File: src/rtl/mem_access_unit.sv
// MEM-stage load/store responder: drives a single-outstanding valid/ready RAM port and stalls until done.
// Optional macro MEM_ALIGN_CHECK_EN rejects misaligned half/word accesses and adds o_addr_error.
module mem_access_unit #(
    parameter int TIMEOUT_CYCLES = 256
) (
    input  logic        i_clk,
    input  logic        i_rst_n,
    input  logic        i_mem_read_flag,
    input  logic        i_mem_write_flag,
    input  logic        i_mem_sign_ext_flag,
    input  logic [3:0]  i_mem_sel,
    input  logic [31:0] i_mem_write_data,
    input  logic [31:0] i_mem_addr,
    input  logic        i_flush,
    output logic        o_ram_en,
    output logic [3:0]  o_ram_write_en,
    output logic [31:0] o_ram_addr,
    output logic [31:0] o_ram_write_data,
    input  logic        i_ram_ready,
    input  logic [31:0] i_ram_read_data,
    output logic        o_stall_req,
    output logic [31:0] o_load_data,
    output logic        o_load_valid,
`ifdef MEM_ALIGN_CHECK_EN
    output logic        o_addr_error,
`endif
    output logic        o_bus_error
);

    localparam int CNT_W = $clog2(TIMEOUT_CYCLES + 1);

    typedef enum logic [1:0] {ST_IDLE, ST_BUSY, ST_DONE} state_e;
    typedef enum logic [1:0] {SZ_NONE, SZ_BYTE, SZ_HALF, SZ_WORD} size_e;

    state_e           r_state, w_state_next;
    size_e            w_size, r_size;
    logic [1:0]       w_off, r_off;
    logic [3:0]       w_lanes, r_we;
    logic [31:0]      w_wdata, r_wdata, r_addr, r_load_data;
    logic [31:0]      w_shifted, w_load;
    logic             r_sign, r_is_read, r_flushed, r_load_valid, r_bus_error;
    logic [CNT_W-1:0] r_cnt;
    logic             w_req, w_start, w_timeout;

    always_comb begin : decode
        // NOTE: every combinational output gets a default first so no path infers a latch.
        w_size  = SZ_NONE;
        w_off   = 2'b00;
        w_lanes = 4'b0000;
        w_wdata = '0;
        case (i_mem_sel)
            4'b0001: begin
                w_size  = SZ_BYTE;
                w_off   = i_mem_addr[1:0];
                w_lanes = 4'b0001 << i_mem_addr[1:0];
                w_wdata = {4{i_mem_write_data[7:0]}};
            end
            4'b0011: begin
                w_size  = SZ_HALF;
                w_off   = {i_mem_addr[1], 1'b0};
                w_lanes = 4'b0011 << {i_mem_addr[1], 1'b0};
                w_wdata = {2{i_mem_write_data[15:0]}};
            end
            4'b1111: begin
                w_size  = SZ_WORD;
                w_lanes = 4'b1111;
                w_wdata = i_mem_write_data;
            end
            default: ;
        endcase
    end

    // Gating with reset keeps stall_req low while the unit is held in reset.
    assign w_req = i_rst_n & (i_mem_read_flag | i_mem_write_flag) & ~i_flush & (w_size != SZ_NONE);

`ifdef MEM_ALIGN_CHECK_EN
    logic w_misaligned;
    assign w_misaligned = ((w_size == SZ_HALF) & i_mem_addr[0]) |
                          ((w_size == SZ_WORD) & (i_mem_addr[1:0] != 2'b00));
    assign w_start      = w_req & ~w_misaligned;
    assign o_addr_error = (r_state == ST_IDLE) & w_req & w_misaligned;
`else
    assign w_start = w_req;
`endif

    assign w_timeout = ~i_ram_ready & (r_cnt == CNT_W'(TIMEOUT_CYCLES - 1));

    always_comb begin : fsm_next
        w_state_next = r_state;
        case (r_state)
            ST_IDLE: if (w_start) w_state_next = ST_BUSY;
            ST_BUSY: if (i_ram_ready | w_timeout) w_state_next = ST_DONE;
            ST_DONE: w_state_next = ST_IDLE;
            default: w_state_next = ST_IDLE;
        endcase
    end

    assign o_ram_en    = (r_state == ST_BUSY);
    assign o_stall_req = ((r_state == ST_IDLE) & w_start) | o_ram_en;

    assign w_shifted = i_ram_read_data >> {r_off, 3'b000};

    always_comb begin : load_align
        w_load = w_shifted;
        case (r_size)
            SZ_BYTE: w_load = {{24{r_sign & w_shifted[7]}}, w_shifted[7:0]};
            SZ_HALF: w_load = {{16{r_sign & w_shifted[15]}}, w_shifted[15:0]};
            default: ;
        endcase
    end

    always_ff @(posedge i_clk or negedge i_rst_n) begin : state_reg
        if (!i_rst_n) r_state <= ST_IDLE;
        else          r_state <= w_state_next;
    end

    always_ff @(posedge i_clk or negedge i_rst_n) begin : datapath
        if (!i_rst_n) begin
            r_addr       <= '0;
            r_we         <= '0;
            r_wdata      <= '0;
            r_off        <= '0;
            r_size       <= SZ_NONE;
            r_sign       <= 1'b0;
            r_is_read    <= 1'b0;
            r_flushed    <= 1'b0;
            r_cnt        <= '0;
            r_load_data  <= '0;
            r_load_valid <= 1'b0;
            r_bus_error  <= 1'b0;
        end else begin
            // NOTE: non-blocking assignments so every register samples pre-edge values.
            r_load_valid <= 1'b0;
            r_bus_error  <= 1'b0;
            case (r_state)
                ST_IDLE: if (w_start) begin
                    r_addr    <= {i_mem_addr[31:2], 2'b00};
                    r_we      <= i_mem_write_flag ? w_lanes : 4'b0000;
                    r_wdata   <= w_wdata;
                    r_off     <= w_off;
                    r_size    <= w_size;
                    r_sign    <= i_mem_sign_ext_flag;
                    r_is_read <= ~i_mem_write_flag;
                    r_flushed <= 1'b0;
                    r_cnt     <= '0;
                end
                ST_BUSY: begin
                    if (i_flush) r_flushed <= 1'b1;
                    if (i_ram_ready) begin
                        r_cnt <= '0;
                        if (r_is_read) begin
                            r_load_data  <= w_load;
                            r_load_valid <= ~(r_flushed | i_flush);
                        end
                    end else if (w_timeout) begin
                        r_cnt       <= '0;
                        r_bus_error <= 1'b1;
                    end else begin
                        r_cnt <= r_cnt + 1'b1;
                    end
                end
                default: ;
            endcase
        end
    end

    assign o_ram_write_en   = r_we;
    assign o_ram_addr       = r_addr;
    assign o_ram_write_data = r_wdata;
    assign o_load_data      = r_load_data;
    assign o_load_valid     = r_load_valid;
    assign o_bus_error      = r_bus_error;

endmodule

File: config.mk
export PLATFORM = sky130hd
export DESIGN_NAME = mem_access_unit
export DESIGN_NICKNAME = d
export VERILOG_FILES = /design/src/rtl/mem_access_unit.sv
export SDC_FILE = /design/constraint.sdc
export NUM_CORES = 1
export LEC_CHECK = 0
export BUFFER_PORTS_ARGS = -buffer_cell sky130_fd_sc_hd__buf_4
export CAP_MARGIN = 20
export CORE_MARGIN = 2
export CORE_UTILIZATION = 46
export DETAILED_ROUTE_END_ITERATION = 12
export PLACE_DENSITY = 0.73
export SYNTH_ARGS = -nofsm -noshare
export SYNTH_HDL_FRONTEND = slang
export SYNTH_SLANG_ARGS = --single-unit
File: constraint.sdc
create_clock -name i_clk -period 2.8 [get_ports i_clk]
set_clock_uncertainty 0.05 [all_clocks]
set_input_delay 0.42 -clock i_clk [delete_from_list [all_inputs] [get_ports i_clk]]
set_output_delay 0.42 -clock i_clk [all_outputs]
set_load 0.005 [all_outputs]
==> flow_metrics.tcl <==
set metrics [dict create \
    startpoint_type "register" \
    finalSetupViolCount 0 \
    cts_max_level 4 \
    die_w_um 112 \
    root_buffer "clkbuf_16" \
    ir_drop_mv 0.399 \
    grt_pass1_vias 4843 \
    ios 211 \
    drtIter0Drc 267 \
    maxCapViolations 0 \
    end_kind "output pin" \
    antenna_found_initial 0 \
    drc 0 \
    ys_ff_latch 118 \
    synth-warning-count 0 \
    dpl-instance-area_um2 7150 \
    crit_fanout 6 \
    synthCells 504 \
    fin_nets 827 \
    finalHoldViolCount 0 \
    portBuffers 208 \
    grt_max_degree 72 \
    die_h_um 112 \
    fp-row-count 39 \
    synth_area_um2 5410 \
    power_frac_clock_pct 37.1 \
    hp-class "in2async" \
    period_minus_slack_ps 2670 \
    grt.overflow.total 0 \
    grt_pass1_wl_um 23900 \
    crit_type "reg2out" \
    synth_seq_area_share_pct 54.6 \
    drt-pass1-iter-count 5 \
    antenna_cells 0 \
    via_per_inst 5.48 \
    syn_avg_cell_area_um2 10.7 \
    rsz0062_at_grt "false" \
    cts_max_path_buffers 2 \
    vias 4785 \
    postRouteAntennaNets 0 \
    cts_tree "done" \
    powerDensity_nw_per_um2 770 \
    avgRoutedWirePerCell_um 17.3 \
    drive_gt1_share_pct 42.5 \
    r2r_slack_ps 580 \
    switching_share_pct 26.1 \
    fmax_mhz 374 \
    postSynth.topFlopCell "dfrtp_1" \
    synth_cell_types 49 \
    final_max_slew_viol_count 0 \
    clkLatencyLatePin_ps 400 \
    relSlewSlack_pct 38.7 \
    combPwrFrac_pct 24.0 \
    core-area_um2 11500 \
    place_congestion 0.903 \
    track_usage_pct 24.0 \
    die_area_um2 12700 \
    finalSetupTns_ps 0 \
    worstPathArrival_ps 2200 \
    synth_edf_count 0 \
    leakage_uw 0.00393 \
    hpwl_um 11100 \
    synthArstFlopShare_pct 100 \
    clkSinkCount 118 \
    wl_um 15100 \
    areaGrowthSynthToFinish_pct 43.6 \
    numCtsBuffers 17 \
    postCtsSetupBuffers 0 \
    worst_pin_slew_ps 920 \
    layout_commonest_cell "buf_4" \
    initial_core_util_pct 47.2 \
    power_frac_seq_pct 38.9 \
    mostFrequentLayoutCells "buf_4, dfrtp_1, nand2_1" \
    p_sw_uw 1560 \
    clk_pin_slew_ps 50 \
    stdcell_area_um2 7770 \
    required_ps 2330 \
    period_share_pct 95.5 \
    p_int_uw 4420 \
    outcome "completed" \
]
==> final cells by class <==
type	instances	area [µm²]
Fill cell	920	3690
Sequential cell	118	2950
Multi-Input combinational cell	343	2280
Timing Repair Buffer	225	1700
Clock buffer	23	488
Tap cell	143	179
Clock inverter	9	123
Inverter	12	45.0
==> final timing paths <==
check | depth (start not counted) | start | end
max in group asynchronous | 3 | i_rst_n | r_cnt[3]
max | 5 | r_state[0] | o_stall_req
min | 2 | i_rst_n | o_bus_error
max reg2reg | 5 | r_state[0] | o_ram_write_data[15]
min in group i_clk | 2 | i_flush | o_load_valid
min reg2reg | 1 | r_flushed | o_load_valid
==> layer usage <==
| metal | global-route usage (%) | vias to the layer above | share of wire [%] |
|---|---|---|---|
| met1 | 28.6 | 2348 | 39 |
| met5 | 0 | - | 0 |
| li1 | - | 2216 | - |
| met4 | 8.37 | 0 | 1.7 |
| met3 | 8.21 | 23 | 8.7 |
| met2 | 40.8 | 198 | 51 |
==> power groups by stage <==
stage / logic [µW] / clock network (µW) / registers (µW)
floorplan: 543 / 0 / 2340
global placement: 1410 / 0 / 2330
detailed placement: 1450 / 0 / 2350
CTS: 1460 / 2260 / 2320
global route: 1570 / 2330 / 2370
finish: 1440 / 2220 / 2320
==> kinds of logic (layout without fill, tap and decap cells) <==
group                    Yosys count  after routing  synth area share, %
AO/OA/AOI/OAI                    111            111                 13.0
AND/OR/NAND/NOR                  153            153                 13.5
buffers and inverters             44            269                 3.49
XOR/XNOR                           2              2                0.324
flip-flops                       118            118                 54.6
adder cells (fa/ha/maj)            3              3                0.694
other                              1              2               0.0693
multiplexers                      72             72                 14.4
==> synth_stat cells (3+ instances only) <==
cell,instances,area share [%]
dfrtp_1,118,55
nand2_1,57,4.0
mux2_2,47,9.8
nor2_1,38,2.6
o21ai_0,38,3.5
a21oi_1,27,2.5
mux2i_1,25,4.6
clkbuf_1,19,1.3
a22oi_1,17,2.4
nand3_1,17,1.6
inv_1,12,0.83
and2_1,9,1.0
a222oi_1,8,1.5
buf_2,7,0.65
nand2b_1,5,0.58
nor3_1,5,0.46
a22o_1,4,0.65
buf_1,3,0.21
ha_1,3,0.69
nor2b_1,3,0.35
o31ai_1,3,0.42
or2_2,3,0.35
==> metrics by stage <==
stage               power (µW)  hold slack (ps)  setup WS [ps]  instances  util, %
global placement          3750              395            463        841     62.4
detailed placement        3800              408            447        841     62.4
floorplan                 2890             74.4            620        505        -
CTS                       6040             87.6           71.8        873     67.7
finish                    5980             75.7            127        873     67.8
global route              6270              121           38.3        873     67.8
==> worst max-delay path, cell delays in order, from the launching register on <==
cell and delay, ps:
dfrtp_1 410, or4b_4 590, a211o_4 380, and2_4 200
inv_1 100, buf_4 120
==> registers in the layout (all words and copies together) (netlist names) <==
signal / count
o_bus_error: 1
o_load_data: 32
o_load_valid: 1
o_ram_addr: 30
o_ram_write_data: 32
o_ram_write_en: 4
r_cnt: 9
r_flushed: 1
r_is_read: 1
r_off: 2
r_sign: 1
r_size: 2
r_state: 2
==> timing repair <==
action                                  in CTS  in global routing
hold buffers                                 0                  0
resized for setup                            0                  1
hold endpoints to repair                     0                  0
endpoints found under the setup margin       0                  1
Power figures use the tool's default switching activity.
